$ cat src/rtl/id_ex_pipeline_buffer.sv
// ID/EX pipeline register for the 16-bit datapath.
// It captures the decoded operands, the register-field lanes and the EX control word
// on every rising edge of C. The captured values are presented to EX for one full cycle.
// There is no combinational path from any input to any output.
// Hazard bubbles come from upstream muxing zeros into IC, so the buffer has no stall or flush input.
module id_ex_pipeline_buffer #(
    parameter int DATA_W = 16,
    parameter int CTRL_W = 4
) (
    output logic [DATA_W-1:0] OD1,
    output logic [DATA_W-1:0] OD2,
    output logic [DATA_W-1:0] OD15,
    output logic [DATA_W-1:0] ORS,
    output logic [DATA_W-1:0] ORT1,
    output logic [DATA_W-1:0] ORT2,
    output logic [DATA_W-1:0] ORD,
    output logic [CTRL_W-1:0] OC,
    input  logic [DATA_W-1:0] ID1,
    input  logic [DATA_W-1:0] ID2,
    input  logic [DATA_W-1:0] ID15,
    input  logic [DATA_W-1:0] IRS,
    input  logic [DATA_W-1:0] IRT1,
    input  logic [DATA_W-1:0] IRT2,
    input  logic [DATA_W-1:0] IRD,
    input  logic [CTRL_W-1:0] IC,
    input  logic              C,
    input  logic              R
);

    // Operand lanes: clear on synchronous reset, otherwise bit-exact capture
    always_ff @(posedge C) begin
        if (R) begin
            OD1  <= '0;
            OD2  <= '0;
            OD15 <= '0;
        end else begin
            OD1  <= ID1;
            OD2  <= ID2;
            OD15 <= ID15;
        end
    end

    // Register-field lanes: clear on synchronous reset, otherwise bit-exact capture
    always_ff @(posedge C) begin
        if (R) begin
            ORS  <= '0;
            ORT1 <= '0;
            ORT2 <= '0;
            ORD  <= '0;
        end else begin
            ORS  <= IRS;
            ORT1 <= IRT1;
            ORT2 <= IRT2;
            ORD  <= IRD;
        end
    end

    // EX control word: a cleared word acts as a bubble downstream
    always_ff @(posedge C) begin
        if (R) begin
            OC <= '0;
        end else begin
            OC <= IC;
        end
    end

endmodule

$ cat config.mk
export PLATFORM = sky130hd
export DESIGN_NAME = id_ex_pipeline_buffer
export DESIGN_NICKNAME = d
export VERILOG_FILES = /design/src/rtl/id_ex_pipeline_buffer.sv
export SDC_FILE = /design/constraint.sdc
export NUM_CORES = 1
export LEC_CHECK = 0
export ABC_AREA = 1
export CAP_MARGIN = 20
export CORE_UTILIZATION = 37
export DETAILED_ROUTE_END_ITERATION = 12
export PLACE_DENSITY = 0.87
export SKIP_CTS_REPAIR_TIMING = 1
export SKIP_LAST_GASP = 1
export SLEW_MARGIN = 40
export SYNTH_ARGS = -nofsm -noshare
export SYNTH_HDL_FRONTEND = slang
export SYNTH_SLANG_ARGS = --single-unit
export TNS_END_PERCENT = 30
$ cat constraint.sdc
create_clock -name C -period 1.7 [get_ports C]
set_clock_uncertainty 0.15 [all_clocks]
set_input_delay 0.255 -clock C [delete_from_list [all_inputs] [get_ports C]]
set_output_delay 0.255 -clock C [all_outputs]
set_load 0.05 [all_outputs]
---- Yosys cells after proc, flatten, opt, wreduce, memory -nomap -nowiden ----
Index checks and enable logic that the tools add are counted.
word-level totals
  bits in registers ....................... 116
  logic and storage cells ................. 8
  input port bits ......................... 118

---- Logic depth before layout (Yosys ltp) ----
  word-level depth ........................ 0
  mapped depth ............................ 4
  depth with buffers taken out ............ 2

---- Worst setup path before layout ----
Ideal clock, no wire load.
  path type ............................... register to output
  start point ............................. reg OC[0]
  end point ............................... out OC[0]
  data arrival time ....................... 587 ps
  setup slack ............................. 708 ps
  cell stages (with the launch flop) ...... 1
  data required time ...................... 1,295 ps
  path through ............................ dfxtp_1
RTL lines
  element                 RTL line  source
  start, declared         17        output logic [CTRL_W-1:0] OC,
  start signal, assigned  61        OC <= '0;
  start signal, assigned  63        OC <= IC;
No word-level cell between the ends.

---- Worst setup path in the final report ----
  start point ............................. reg ORS[8]
  end point ............................... out ORS[8]
RTL lines
  element                 RTL line  source
  start, declared         13        output logic [DATA_W-1:0] ORS,
  start signal, assigned  46        ORS <= '0;
  start signal, assigned  51        ORS <= IRS;
No word-level cell between the ends.

==> results.sh <==
export IMPL_power_density_nw_per_um2=1183
export IMPL_fin_tns_setup_ps=0
export IMPL_numCtsBuffers=17
export IMPL_cp_cell_sequence="buf_4"
export IMPL_cp_num_cells=1
export IMPL_die_w_um=97.50
export IMPL_area_growth_pct=76.83
export IMPL_seq_area_um2=2322
export IMPL_gp_congestion=0.8091
export IMPL_drive_above_1_share=0.2577
export IMPL_nFillCells=665
export IMPL_slew_viol_final=0
export IMPL_ys_warn_count=0
export IMPL_drc=0
export IMPL_min_path_cells=3
export IMPL_cp_num_buf_inv=1
export IMPL_rows=34
export IMPL_ios=234
export IMPL_min_path_type="in -> reg"
export IMPL_end_kind="output port"
export IMPL_syn_nets=479
export IMPL_initial_core_util=0.3851
export IMPL_status="finished clean"
export IMPL_fin_crit_ps=1452
export IMPL_final_util=0.6809
export IMPL_use_met2=0.3497
export IMPL_maxCapViolCount=0
export IMPL_grt_pass1_wl_um=14030
export IMPL_crit_slowest_cell="dfxtp_1"
export IMPL_setup_ws_ps=248.4
export IMPL_cts_tree="built"
export IMPL_synth_seq_cells=116
export IMPL_fin_cells=721
export IMPL_worstSetupPathType="reg -> out"
export IMPL_max_freq_mhz=688.9
export IMPL_cp_required_ps=1290
export IMPL_timing_hold_violations_final=0
export IMPL_finalSetupViolCount=0
export IMPL_routed_via_count=2847
export IMPL_start_kind="register"
export IMPL_met1_usage=0.1908
export IMPL_fp_dieArea_um2=9506
export IMPL_synth_avg_cell_area_um2=9.348
export IMPL_die_y_um=97.50
export IMPL_dp_slack_ps=581.4
export IMPL_clk_pin_slew_worst_paths_ps=60
export IMPL_synth_cell_types=7
export IMPL_rsz0062_at_grt="no"
export IMPL_crit_family="flip-flops"
export IMPL_cts_buffer_depth=2
export IMPL_port_buffers=233
export IMPL_max_slew_worst_pin_slew_ps=386.5
export IMPL_cts_sinks=116
export IMPL_arrival_ps=1050
export IMPL_drt_wl_total_um=8720
export IMPL_h_tree_depth=4
export IMPL_grt_pass1_vias=2972
export IMPL_dp_cells=691
export IMPL_grtUsageTotal=0.1903
export IMPL_antenna_found_initial=0
export IMPL_grt_overflow=0
export IMPL_seq_area_frac_synth=0.6882
export IMPL_grtUsageMet3=0.07626
export IMPL_nets=720
export IMPL_dr_pass1_iters=4
export IMPL_avgViaCountPerCell=3.949
export IMPL_slew_headroom=0.7423
export IMPL_grt_busiest_layer="met2"
export IMPL_crit_path_max_incr_delay_ps=340
export IMPL_fin_crit_sh=0.8539
export IMPL_p_leak_nw=3.129
export IMPL_peakVddDrop_mv=0.8417
export IMPL_grt_max_degree=76
export IMPL_cts_root_buf="clkbuf_8"
export IMPL_n_antenna_cell=0
export IMPL_syn_inst=361
export IMPL_drt_initial_drc_count=43
export IMPL_wl_per_cell_um=12.09
export IMPL_cp_max_fo=1
export IMPL_core_area_um2=8763
export IMPL_place_hpwl_um=6652
export IMPL_synth_area_um2=3374
export IMPL_multi_input_area_um2=510.5
export IMPL_antenna_left=0
-- cells in the final DEF, fill, tap and decap left out, drive strengths merged --
master and n:
nor2 116, clkdlybuf4s50 116, clkinv 7, dfxtp 116
clkinvlp 4, inv 116, clkbuf 19, buf 119
-- final timing paths --
kind    from        to  slack [ps]
max   ORS[8]    ORS[8]         250
min        R  ORT1[11]         110
-- cells in the mapped netlist (all sizes together) --
cell type	count	share of area
buf	13	0.032
dfxtp	116	0.69
inv	116	0.13
nor2	116	0.15
-- layer usage --
layer	share of wire	vias to the layer above
met2	0.53	157
met4	0.0091	0
li1	-	1450
met1	0.37	1229
met3	0.092	11
met5	0	-
-- per-stage QoR --
step,power [mW],instance area (µm²),hold WS [ps]
CTS,7.140,5967,93.92
global route,7.329,5967,109.7
detailed placement,4.185,5470,555.2
floorplan,3.653,3374,212.0
global placement,4.163,5470,555.2
finish,7.057,5967,114.8
-- registers in the layout, summed over array words and instances, names as in the netlist --
name,count
ORD,16
OC,4
ORT2,16
OD15,16
OD2,16
ORS,16
ORT1,16
OD1,16
-- where the power goes --
part | internal, mW | switching (mW)
logic | 0.475 | 0.736
registers | 2.87 | 0.0429
clock network | 1.78 | 1.15
-- kinds of logic (layout without fill, tap and decap cells) --
family,after synthesis,after routing,synth area share
buffers and inverters,129,381,0.1605
DFF,116,116,0.6882
and+or+nand+nor,116,116,0.1513
-- area by class of cell --
class	instances	share of cell area
flip-flops and latches	116	0.3892
repair buffers	235	0.3464
multi-input cells	116	0.08555
inverters	116	0.07297
clock buffers	19	0.07234
well taps	108	0.02265
clock inverters	11	0.01090
No activity file was read; power rests on OpenSTA's default activity.
